--- src/rtl/prio_enc_pkg.sv ---
// ---------------------------------------------------------------------------
// prio_enc_pkg
//   Shared definitions for the prio_encoder_rr arbiter front-end.
//   - MODE_FIXED / MODE_RR : encodings of the 'mode' input.
//   - out_state_e          : EMPTY/FULL state of the output register.
//   - clog2()              : index width helper (never returns less than 1).
//   - decode()             : index -> one-hot vector, used for the grant output.
// ---------------------------------------------------------------------------
package prio_enc_pkg;

    localparam logic MODE_FIXED = 1'b0;
    localparam logic MODE_RR    = 1'b1;

    // Widest request vector the encoder is built for.
    localparam int MAX_N = 64;

    typedef enum logic {
        ST_EMPTY = 1'b0,
        ST_FULL  = 1'b1
    } out_state_e;

    // Ceiling log2; a single-bit index is the minimum so N=2 still gets W=1.
    function automatic int clog2(input int value);
        int r;
        r = 0;
        for (int i = 0; i < 31; i++) begin
            if ((1 << i) < value) begin
                r = i + 1;
            end
        end
        return (r < 1) ? 1 : r;
    endfunction

    // One-hot decode of an index into a MAX_N-wide vector; callers truncate.
    function automatic logic [MAX_N-1:0] decode(input int index);
        logic [MAX_N-1:0] v;
        v        = '0;
        v[index] = 1'b1;
        return v;
    endfunction

endpackage

--- src/rtl/prio_encoder_rr_scan.sv ---
// ---------------------------------------------------------------------------
// prio_scan
//   Combinational priority scan over an N-bit request vector.
//   Ports:
//     req   in  N  request bits
//     start in  W  round-robin start position (ignored in fixed mode)
//     mode  in  1  MODE_FIXED: highest set bit wins
//                  MODE_RR   : first set bit scanning upward from start, wrapping
//     idx   out W  winning index (0 when no bit is set)
//     none  out 1  request vector is all-zero
// ---------------------------------------------------------------------------
module prio_scan
    import prio_enc_pkg::*;
#(
    parameter int N = 8,
    parameter int W = clog2(N)
) (
    input  logic [N-1:0] req,
    input  logic [W-1:0] start,
    input  logic         mode,
    output logic [W-1:0] idx,
    output logic         none
);

    // Rotated view of the request vector: rot[k] is the request at position
    // (start + k) mod N, so the round-robin winner is the lowest set bit of rot.
    logic [N-1:0] rot;
    logic [W-1:0] pos [N];

    for (genvar gi = 0; gi < N; gi++) begin : g_rot
        // start < N and gi < N, so the sum stays below 2N and fits in W+1 bits;
        // one conditional subtract is enough for the wrap.
        logic [W:0] sum;
        assign sum     = {1'b0, start} + (W+1)'(gi);
        assign pos[gi] = (sum >= (W+1)'(N)) ? W'(sum - (W+1)'(N)) : sum[W-1:0];
        assign rot[gi] = req[pos[gi]];
    end

    logic [W-1:0] fixed_idx;
    logic [W-1:0] rr_idx;

    always_comb begin
        fixed_idx = '0;
        rr_idx    = '0;
        // Ascending loop: the last hit is the highest set bit.
        for (int i = 0; i < N; i++) begin
            if (req[i]) begin
                fixed_idx = W'(i);
            end
        end
        // Descending loop: the last hit is the lowest set bit of the rotated view.
        for (int i = N - 1; i >= 0; i--) begin
            if (rot[i]) begin
                rr_idx = pos[i];
            end
        end
    end

    assign none = ~|req;
    assign idx  = (mode == MODE_RR) ? rr_idx : fixed_idx;

endmodule

--- src/rtl/prio_encoder_rr.sv ---
// ---------------------------------------------------------------------------
// prio_encoder_rr
//   Registered N-input priority encoder / arbiter front-end with valid/ready
//   handshakes on both sides. Fixed-priority (MSB wins) or round-robin mode,
//   chosen per accepted vector.
//   Optional feature macro: PRIO_ONEHOT_EN adds the registered one-hot grant.
//   Ports:
//     clk        in   1  rising-edge clock
//     rst_n      in   1  asynchronous active-low reset
//     req_valid  in   1  request vector valid
//     req_ready  out  1  a request vector can be accepted this cycle
//     req        in   N  request bits (bit i = source i requesting)
//     mode       in   1  MODE_FIXED / MODE_RR, sampled on accept
//     out_valid  out  1  result valid
//     out_ready  in   1  consumer takes the result
//     idx        out  W  winning index
//     none       out  1  accepted vector was all-zero (idx = 0)
//     onehot     out  N  1<<idx, 0 when none (PRIO_ONEHOT_EN only)
// ---------------------------------------------------------------------------
module prio_encoder_rr
    import prio_enc_pkg::*;
#(
    parameter  int N = 8,
    localparam int W = clog2(N)
) (
    input  logic         clk,
    input  logic         rst_n,
    input  logic         req_valid,
    output logic         req_ready,
    input  logic [N-1:0] req,
    input  logic         mode,
    output logic         out_valid,
    input  logic         out_ready,
    output logic [W-1:0] idx,
    output logic         none
`ifdef PRIO_ONEHOT_EN
   ,output logic [N-1:0] onehot
`endif
);

    out_state_e   state_reg, state_next;
    logic         accept;
    logic [W-1:0] scan_idx;
    logic         scan_none;
    logic [W-1:0] idx_reg;
    logic         none_reg;
    logic [W-1:0] rr_ptr_reg, rr_ptr_next;

    prio_scan #(
        .N (N),
        .W (W)
    ) u_scan (
        .req   (req),
        .start (rr_ptr_reg),
        .mode  (mode),
        .idx   (scan_idx),
        .none  (scan_none)
    );

    // Ready passes straight through while the held result is being drained,
    // which allows a new vector every cycle without a bubble.
    assign out_valid = (state_reg == ST_FULL);
    assign req_ready = !out_valid || out_ready;
    assign accept    = req_valid && req_ready;

    always_comb begin
        state_next = state_reg;
        case (state_reg)
            ST_EMPTY: if (accept) state_next = ST_FULL;
            ST_FULL:  if (out_ready && !accept) state_next = ST_EMPTY;
            default:  state_next = ST_EMPTY;
        endcase
    end

    // The pointer only moves past a real round-robin winner; zero vectors and
    // fixed-mode grants leave fairness state untouched.
    always_comb begin
        rr_ptr_next = rr_ptr_reg;
        if (accept && (mode == MODE_RR) && !scan_none) begin
            rr_ptr_next = (scan_idx == W'(N - 1)) ? '0 : scan_idx + 1'b1;
        end
    end

    always_ff @(posedge clk or negedge rst_n) begin
        if (!rst_n) begin
            state_reg  <= ST_EMPTY;
            idx_reg    <= '0;
            none_reg   <= 1'b0;
            rr_ptr_reg <= '0;
        end else begin
            state_reg  <= state_next;
            rr_ptr_reg <= rr_ptr_next;
            if (accept) begin
                idx_reg  <= scan_none ? '0 : scan_idx;
                none_reg <= scan_none;
            end
        end
    end

    assign idx  = idx_reg;
    assign none = none_reg;

`ifdef PRIO_ONEHOT_EN
    logic [N-1:0] onehot_reg;

    always_ff @(posedge clk or negedge rst_n) begin
        if (!rst_n) begin
            onehot_reg <= '0;
        end else if (accept) begin
            onehot_reg <= scan_none ? '0 : N'(decode(int'(scan_idx)));
        end
    end

    assign onehot = onehot_reg;
`endif

endmodule

--- config.mk ---
export PLATFORM = sky130hd
export DESIGN_NAME = prio_encoder_rr
export DESIGN_NICKNAME = d
export VERILOG_FILES = /design/src/rtl/prio_enc_pkg.sv /design/src/rtl/prio_encoder_rr_scan.sv /design/src/rtl/prio_encoder_rr.sv
export SDC_FILE = /design/constraint.sdc
export NUM_CORES = 1
export LEC_CHECK = 0
export ABC_AREA = 0
export CAP_MARGIN = 10
export CELL_PAD_IN_SITES_DETAIL_PLACEMENT = 1
export CELL_PAD_IN_SITES_GLOBAL_PLACEMENT = 2
export CORE_MARGIN = 4
export CORE_UTILIZATION = 37
export DETAILED_ROUTE_END_ITERATION = 16
export PLACE_DENSITY = 0.86
export SLEW_MARGIN = 25
export SYNTH_ARGS = -nofsm -noshare
export SYNTH_HDL_FRONTEND = slang
export SYNTH_SLANG_ARGS = --single-unit
--- constraint.sdc ---
create_clock -name clk -period 6.65 [get_ports clk]
set_input_delay 0.665 -clock clk [delete_from_list [all_inputs] [get_ports clk]]
set_output_delay 0.665 -clock clk [all_outputs]
set_load 0.01 [all_outputs]
**Word level (Yosys, flattened, before mapping)**

Index checks and enable logic that the tools add are counted.

- Reductions and logical operators: 9
- Equal/unequal tests: 1
- Order comparisons: 16
- Muxes and demuxes: 45
- Bitwise logic cells: 1
- Add/sub/neg operators: 16

Operator list:

| cell | count |
|---|---|
| 3-bit two-way mux | 25 |
| 3-bit by 4-bit less-than comparator with 1-bit output (second input constant) | 8 |
| 4-bit >= comparator (second input constant) | 7 |
| 1-bit binary-select mux with 3-bit select | 8 |
| 3-bit by 1-bit subtractor with 3-bit output (second input constant) | 8 |
| 3-bit by 3-bit adder with 4-bit output (second input constant) | 4 |
| 1-bit two-way mux | 11 |
| 3-bit by 2-bit adder with 4-bit output (second input constant) | 2 |
| 8-bit OR reduction | 1 |
| 3-bit by 1-bit adder with 4-bit output (second input constant) | 1 |
| 3-bit by 4-bit >= comparator with 1-bit output (second input constant) | 1 |
| 1-bit logical AND | 4 |
| 3-bit by 1-bit adder with 3-bit output (second input constant) | 1 |
| 3-bit equality test (second input constant) | 1 |
| 1-bit zero test | 3 |
| 1-bit case mux with 2 select lines | 1 |
| 1-bit logical OR | 1 |
| 1-bit inverter | 1 |

- Logic and storage cells: 92
- Input port bits: 13
- Flip-flop bits (word level): 8
- Output and inout port bits: 6

**Longest topological paths before layout**

Gate-level depths: netlist of run 1.

- Depth after elaboration: 16
- Gate-level depth with buffers: 14
- Mapped depth without buffers: 11

**Hierarchy**

From an unflattened synthesis of run 1, not the netlist that was laid out.

- Cell total of the unflattened synthesis: 154
- Area, all modules: 1,401.3 sq um

Modules (own cells, without submodules):

| module | sequential area each (sq um) | area each (sq um) | times used | cells an instance |
|---|---|---|---|---|
| prio_scan | 0.0 | 1,019.7 | 1 | 129 |
| prio_encoder_rr | 200.2 | 381.6 | 1 | 25 |

**Worst setup path before layout of run 1**

No wires, ideal clock.

- Path kind: register to register
- From: register rr_ptr_reg[1]
- To: register rr_ptr_reg[2]
- Stages on the path, launching flop included: 15
- Library setup time: 0.125 ns
- Arrival time: 3.668 ns
- Data required time: 6.525 ns
- Slack: 2.857 ns
- Path buffers: 3
- Period minus slack after synthesis: 3.793 ns
- Cell sequence: dfrtp_1 > buf_2 > clkbuf_1 > inv_1 > ha_1 > clkbuf_1 > mux4_2 > mux2_2 > o32ai_1 > a21oi_1 > a311oi_1 > mux2i_1 > ha_1 > ha_1 > mux2_2

- Cells in the longest elaborated chain, start to end: 16
- Elaborated cells between the ends (all ways): 59
- Classes of those cells: add/sub (16); order compare (8); eq/ne (1); mux (34)

RTL lines:

| element | RTL line | source |
|---|---|---|
| start, declared | prio_encoder_rr.sv:47 | `logic [W-1:0] rr_ptr_reg, rr_ptr_next;` |
| start signal, assigned | prio_encoder_rr.sv:92 | `rr_ptr_reg <= rr_ptr_next;` |
| 3-bit by 3-bit adder with 4-bit output | prio_encoder_rr_scan.sv:34 | `assign sum = {1'b0, start} + (W+1)'(gi);` |
| 4-bit >= comparator / 3-bit by 1-bit subtractor with 3-bit output (equally long branches) | prio_encoder_rr_scan.sv:35 | `assign pos[gi] = (sum >= (W+1)'(N)) ? W'(sum - (W+1)'(N)) : sum[W-1:0];` |
| 3-bit two-way mux | prio_encoder_rr_scan.sv:35 |  |
| 1-bit binary-select mux with 3-bit select | prio_encoder_rr_scan.sv:36 | `assign rot[gi] = req[pos[gi]];` |
| 1-bit two-way mux (not written as such) | prio_encoder_rr_scan.sv:36 |  |
| 3-bit two-way mux (7 in series) | prio_encoder_rr_scan.sv:53 | `if (rot[i]) begin` |
| 3-bit two-way mux * | prio_encoder_rr_scan.sv:53 |  |
| 3-bit two-way mux * | prio_encoder_rr_scan.sv:60 | `assign idx = (mode == MODE_RR) ? rr_idx : fixed_idx;` |
| 3-bit by 1-bit adder with 3-bit output / 3-bit equality test (equally long branches) | prio_encoder_rr.sv:80 | `rr_ptr_next = (scan_idx == W'(N - 1)) ? '0 : scan_idx + 1'b1;` |
| 3-bit two-way mux * | prio_encoder_rr.sv:80 |  |

Every way passes the cells marked *; elsewhere a longest branch is shown, timed or not. The select of a mux whose other input is x is not followed.
A chain may end at the register's enable or synchronous reset.

**Worst setup path in the final report of run 1**

- From: register rr_ptr_reg[0]
- To: register rr_ptr_reg[2]

Same word-level chain as after synthesis.

==> impl_metrics.yaml, run 1 <==
setup_path:
  critPathCaptureType: "register"
  critPathLaunchType: "register"
  crit_arrival_ps: 4350
  cpMaxStageDelayCell: "dfrtp_1"
  r2r_end: "rr_ptr_reg[2]$_DFFE_PN0P_"
  regToRegSetupSlack_ps: 2410
  crit_path_max_incr_delay_ps: 900
  regToRegStartpoint: "rr_ptr_reg[0]$_DFFE_PN0P_"
  path_delay_family: "multiplexers"
  worstSetupPathType: "register to register"
  cp_max_fo: 20
  path_cells: "inv_1 -> ha_1 -> mux4_2 -> mux2_2 -> o32ai_1 -> a21oi_1 -> a311oi_1 -> mux2i_1 -> ha_1 -> ha_1 -> mux2_2"
  required_ps: 6760
  crit_path_frequent_cell: "ha_1"
  r2r_cells: 11
  crit_buf_inv: 1
finish:
  multi_input_area_mm2: 0.00109
  drive_gt1_frac: 0.152
  area_growth_pct: 15.2
  nets: 177
  fillers: 421
  antenna_cells: 0
  seq_area_um2: 200
route:
  wl_per_cell_um: 19.4
  drt_iter0_markers: 51
  dr.pass1.iters: 4
  wl_mm: 3.95
  via_count: 1280
  antenna_left: 0
  drc: 0
  viasPerCell: 6.27
cts:
  cts-root-buf: "clkbuf_8"
  ctsResizeCount: 0
  cts.path.max_buffers: 2
  cts_sinks: 8
  cts_buffers: 3
  cts_tree: "built"
  clk_latency_ps: 230
  htreeDepth: 1
  clk_pin_slew_ps: 40
  cts-hold-fix-buffers: 0
  cts_setup_buffers: 0
synthesis:
  synth_top_area_cell: "mux4_2"
  synthArstFlopShare: 1.00
  synthTopCellsByArea: "mux4_2 (16%), dfrtp_1 (15%), mux2_2 (8.2%), mux2i_1 (8.0%), mux4_1 (5.7%)"
  synth_area_per_cell_um2: 9.26
  synthFlopType: "dfrtp_1"
  ys_seq_area_frac: 0.145
  ys_top_cells_by_count: "a21oi_1 (13), nor2_1 (12), mux2i_1 (11), mux2_2 (10), mux4_2 (10)"
  ys_types: 43
  syn_inst: 149
  synth.most_common_cell: "a21oi_1"
  ys_warn_count: 0
  synth.ff_latch_count: 8
  syn_nets: 166
  synth-edff-count: 0
  yosysTopAreaCellShare: 0.163
  synth.cell_area_mm2: 0.00138
grt:
  grt_max_degree: 23
  antenna_found_initial: 0
  grt-ovfl-total: 0
  grt_pass1_vias: 1357
  grt_pass1_wl_mm: 6.87
  grt_usage: 0.173
floorplanning:
  std_cell_rows: 21
  fp.dieH_um: 69.1
  die_w_um: 69.1
  dieArea_mm2: 0.00477
  core_area_mm2: 0.00347
  ios: 19
  start_util: 0.398
timing:
  holdWs_ps: 508
  finalSetupViolCount: 0
  rsz0062_at_grt: "no"
  drv_slew: 0
  maxSlewHeadroom: 0.423
  hold_viol: 0
  fmaxAchievable_mhz: 236
  fin_tns_setup_ps: 0
  finClkSkew_ps: 1.88
  fin_crit_sh: 0.637
  worst_pin_slew_ps: 865
  period_needed_ps: 4240
placement:
  io_buffers: 18
  routabilityCongestion: 0.908
  hpwl_mm: 3.08
power_and_ir_drop:
  powerDensity_mw_per_mm2: 541
  vdd_ir_drop_max_uv: 208
  p_leak_nw: 0.600
run:
  max-cap-violations: 0
outcome:
  status: "completed"
hold_path:
  holdPathStages: 1
  hp-class: "register to register"
  min-delay-start: "idx[0]$_DFFE_PN0P_"
  min_to: "idx[0]$_DFFE_PN0P_"
## cells by family (layout without fill, tap and decap cells)
family	after synthesis	count (layout)	share of synthesized area
XOR/XNOR	4	4	0.0254
multiplexers	34	34	0.382
AO/OA/AOI/OAI	40	40	0.198
buffers and inverters	18	27	0.0662
adder cells (fa/ha/maj)	4	4	0.0363
flip-flops	8	8	0.145
AND/OR/NAND/NOR	41	41	0.148
## layer usage
metal | global-route usage | routed length, um
met3 | 0.0436 | 169
met5 | 0 | 0
met4 | 0.0152 | 44
met1 | 0.227 | 1800
met2 | 0.296 | 1940
## layout make-up
type | count | share of cell area
multi-input combinational | 123 | 0.684
sequential | 8 | 0.126
timing repair buffer | 18 | 0.113
tap | 46 | 0.0362
clock buffer | 3 | 0.0260
inverter | 6 | 0.0142
## where the power goes
part	switching [mW]	leakage [nW]	total, mW	internal, mW
Sequential	0.0735	0.0953	0.141	0.0672
Clock	0.0186	0.0216	0.0578	0.0392
Combinational	0.336	0.483	0.661	0.326
## worst max path at each step
stage                                   start                   endpoint  slack (ps)  depth (start not counted)
floorplan           rr_ptr_reg[1]$_DFFE_PN0P_  rr_ptr_reg[2]$_DFFE_PN0P_        2860                         14
detailed placement  rr_ptr_reg[0]$_DFFE_PN0P_  rr_ptr_reg[2]$_DFFE_PN0P_        2440                         11
global placement    rr_ptr_reg[0]$_DFFE_PN0P_  rr_ptr_reg[2]$_DFFE_PN0P_        2530                         11
finish              rr_ptr_reg[0]$_DFFE_PN0P_  rr_ptr_reg[2]$_DFFE_PN0P_        2410                         11
global route        rr_ptr_reg[0]$_DFFE_PN0P_  rr_ptr_reg[2]$_DFFE_PN0P_        2100                         11
CTS                 rr_ptr_reg[0]$_DFFE_PN0P_  rr_ptr_reg[2]$_DFFE_PN0P_        2440                         11
## metrics by stage
stage           util  power [mW]  std cells  setup WS [ps]  instance area, um^2
2_1_floorplan      -       0.648        149           2860                 1380
6_report       0.459       0.860        204           2410                 1590
5_1_grt        0.459       0.941        204           2100                 1590
3_5_place_dp   0.447       0.797        201           2440                 1550
3_3_place_gp   0.447       0.777        201           2530                 1550
4_1_cts        0.459       0.859        204           2440                 1590
## worst reg2reg max path: stages (launching register included)
cell and delay (ps):
dfrtp_1 900, inv_1 250, ha_1 560, mux4_2 450
mux2_2 300, o32ai_1 280, a21oi_1 120, a311oi_1 370
mux2i_1 140, ha_1 220, ha_1 270, mux2_2 250
## layout by cell type, fill, tap and decap left out, types with 2 or more instances in the layout
cell             instances
and2_1                   2
clkdlybuf4s50_1         18
nand2_1                  7
mux4_2                  10
mux2_2                  10
nand3_1                  4
mux2i_1                 11
nor3_1                   5
o211ai_1                 2
mux4_1                   3
a32o_1                   2
nand2b_1                 3
clkbuf_8                 3
ha_1                     4
o21ai_0                  7
dfrtp_1                  8
inv_1                    6
a22oi_1                  3
nor2b_1                  2
xor2_1                   3
a21oi_1                 13
or3_1                    2
nor2_1                  12
o31ai_1                  2
Power figures use the tool's default switching activity.
==> run 2: changes to the inputs <==
- CORE_UTILIZATION: 37 -> 34
- PLACE_DENSITY: 0.86 -> 0.8
- clock period: 6.65 -> 4.4 ns (I/O delays scaled with it)
==> run 2 against run 1 <==
  * Flip-flop and latch count is the same
  * Critical path depth decreased by 1
  * Via count rose by 3.5%
  * Setup slack worse by 1600 ps
  * Utilization is 3.3 points lower
  * Die area increased by 7.8%
  * Clock-buffer cell count did not move
  * Sequential power is 5% higher
  * Clock skew fell by 0.86 ps
  * Final cell count up 2.5%
  * Largest power group unchanged
  * Highest routed layer unchanged
==> impl_metrics.yaml, run 2 (synthesized netlist as in run 1, its figures left out) <==
floorplanning:
  std_cell_rows: 22
  dieArea_mm2: 0.00514
  start_util: 0.363
  fp.dieH_um: 71.7
  die_w_um: 71.7
  ios: 19
  core_area_mm2: 0.00380
setup_path:
  r2r_end: "rr_ptr_reg[2]$_DFFE_PN0P_"
  cp_max_fo: 10
  r2r_cells: 11
  cpMaxStageDelayCell: "mux4_1"
  regToRegSetupSlack_ps: 920
  critPathCaptureType: "register"
  path_cells: "clkdlybuf4s50_1 -> mux4_1 -> mux2i_1 -> nor2_1 -> a2111o_1 -> a311oi_1 -> mux2i_1 -> ha_1 -> ha_1 -> mux2_2"
  critPathLaunchType: "input port"
  required_ps: 4510
  crit_path_max_incr_delay_ps: 650
  regToRegStartpoint: "rr_ptr_reg[0]$_DFFE_PN0P_"
  worstSetupPathType: "input port to register"
  crit_arrival_ps: 3680
power_and_ir_drop:
  powerDensity_mw_per_mm2: 828
  swShare: 0.498
  p_int_mw: 0.672
  power_mw: 1.34
  clkPwrFrac: 0.065
  vdd_ir_drop_max_uv: 232
  p_leak_nw: 0.615
  p_switching_mw: 0.666
  combPwrFrac: 0.825
  seq_power_share: 0.111
route:
  dr.pass1.iters: 5
  drc: 0
  wl_mm: 4.26
  viasPerCell: 6.34
  antenna_left: 0
  wl_per_cell_um: 20.4
  via_count: 1325
  drt_iter0_markers: 37
timing:
  finalSetupViolCount: 0
  rsz0062_at_grt: "no"
  fmaxAchievable_mhz: 280
  finClkSkew_ps: 1.01
  maxSlewHeadroom: 0.510
  drv_slew: 0
  period_needed_ps: 3570
  fin_crit_sh: 0.812
  fin_tns_setup_ps: 0
  worst_pin_slew_ps: 735
  hold_viol: 0
placement:
  io_buffers: 18
  routabilityCongestion: 0.806
  hpwl_mm: 3.33
cts:
  cts_setup_buffers: 0
  cts-root-buf: "clkbuf_8"
  clk_pin_slew_ps: 40
  cts_tree: "built"
  htreeDepth: 1
  cts_sinks: 8
  ctsResizeCount: 0
  cts-hold-fix-buffers: 0
  cts.path.max_buffers: 2
  cts_buffers: 3
  clk_latency_ps: 220
grt:
  antenna_found_initial: 0
  grt_max_degree: 22
  grt_usage: 0.171
  grt_pass1_wl_mm: 7.13
  grt_pass1_vias: 1369
  grt-ovfl-total: 0
hold_path:
  min_to: "idx[2]$_DFFE_PN0P_"
  holdPathStages: 1
  min-delay-start: "idx[2]$_DFFE_PN0P_"
  hp-class: "register to register"
finish:
  drive_gt1_frac: 0.168
  final_cell_mix: "clkdlybuf4s50_1 (18), a21oi_1 (13), nor2_1 (12)"
  final_common_cell: "clkdlybuf4s50_1"
  area_growth_pct: 17.0
  fillers: 446
  antenna_cells: 0
  nets: 180
outcome:
  status: "completed"
run:
  max-cap-violations: 0
## run 2: cell count changes in the layout (fill, tap and decap cells not counted), sizes merged
cell / change
buf: +3
## run 2: layer usage
layer	vias to the layer above	share of wire	track usage
met5	-	0	0
met4	0	0.020	0.0376
met3	6	0.026	0.0281
met2	29	0.48	0.279
met1	685	0.47	0.239
li1	605	-	-
## run 2: critical path: cells and delay by family
kind                       cells  cell delay (ps)
and+or+nand+nor                1               70
muxes                          4             1370
adders and majority gates      2              490
buffers and inverters          1              560
AOI/OAI and AO/OA              2              720
## run 2: area by class of cell
| class | instances | area, um^2 | area share |
|---|---|---|---|
| Tap cell | 48 | 60.1 | 0.0372 |
| Sequential cell | 8 | 200 | 0.124 |
| Inverter | 6 | 22.5 | 0.0139 |
| Clock buffer | 3 | 41.3 | 0.0256 |
| Multi-Input combinational cell | 123 | 1090 | 0.674 |
| Timing Repair Buffer | 21 | 203 | 0.125 |
## run 2: power groups by stage
stage                     logic [mW]  clock network (mW)  registers [mW]
final                           1.10              0.0867           0.148
after global routing            1.21              0.0949           0.152
after CTS                       1.10              0.0899           0.148
after detailed placement        1.09                   0           0.149
after global placement          1.06                   0           0.146
after floorplan                0.850                   0           0.129
## run 2: worst max-delay path by stage
stage	slack [ps]	start	end
6_report	830	req[2]	rr_ptr_reg[2]$_DFFE_PN0P_
2_1_floorplan	610	rr_ptr_reg[1]$_DFFE_PN0P_	rr_ptr_reg[2]$_DFFE_PN0P_
3_3_place_gp	720	req[2]	rr_ptr_reg[2]$_DFFE_PN0P_
4_1_cts	800	req[2]	rr_ptr_reg[2]$_DFFE_PN0P_
3_5_place_dp	570	req[2]	rr_ptr_reg[2]$_DFFE_PN0P_
5_1_grt	620	req[2]	rr_ptr_reg[2]$_DFFE_PN0P_
## run 2: metrics by stage
stage,cells,util,hold WS (ps),area [um^2],worst slack (ps)
global route,209,0.425,513,1620,623
finish,209,0.425,489,1620,826
detailed placement,206,0.414,491,1570,567
global placement,206,0.414,480,1570,720
floorplan,149,-,144,1380,607
CTS,209,0.425,495,1620,804
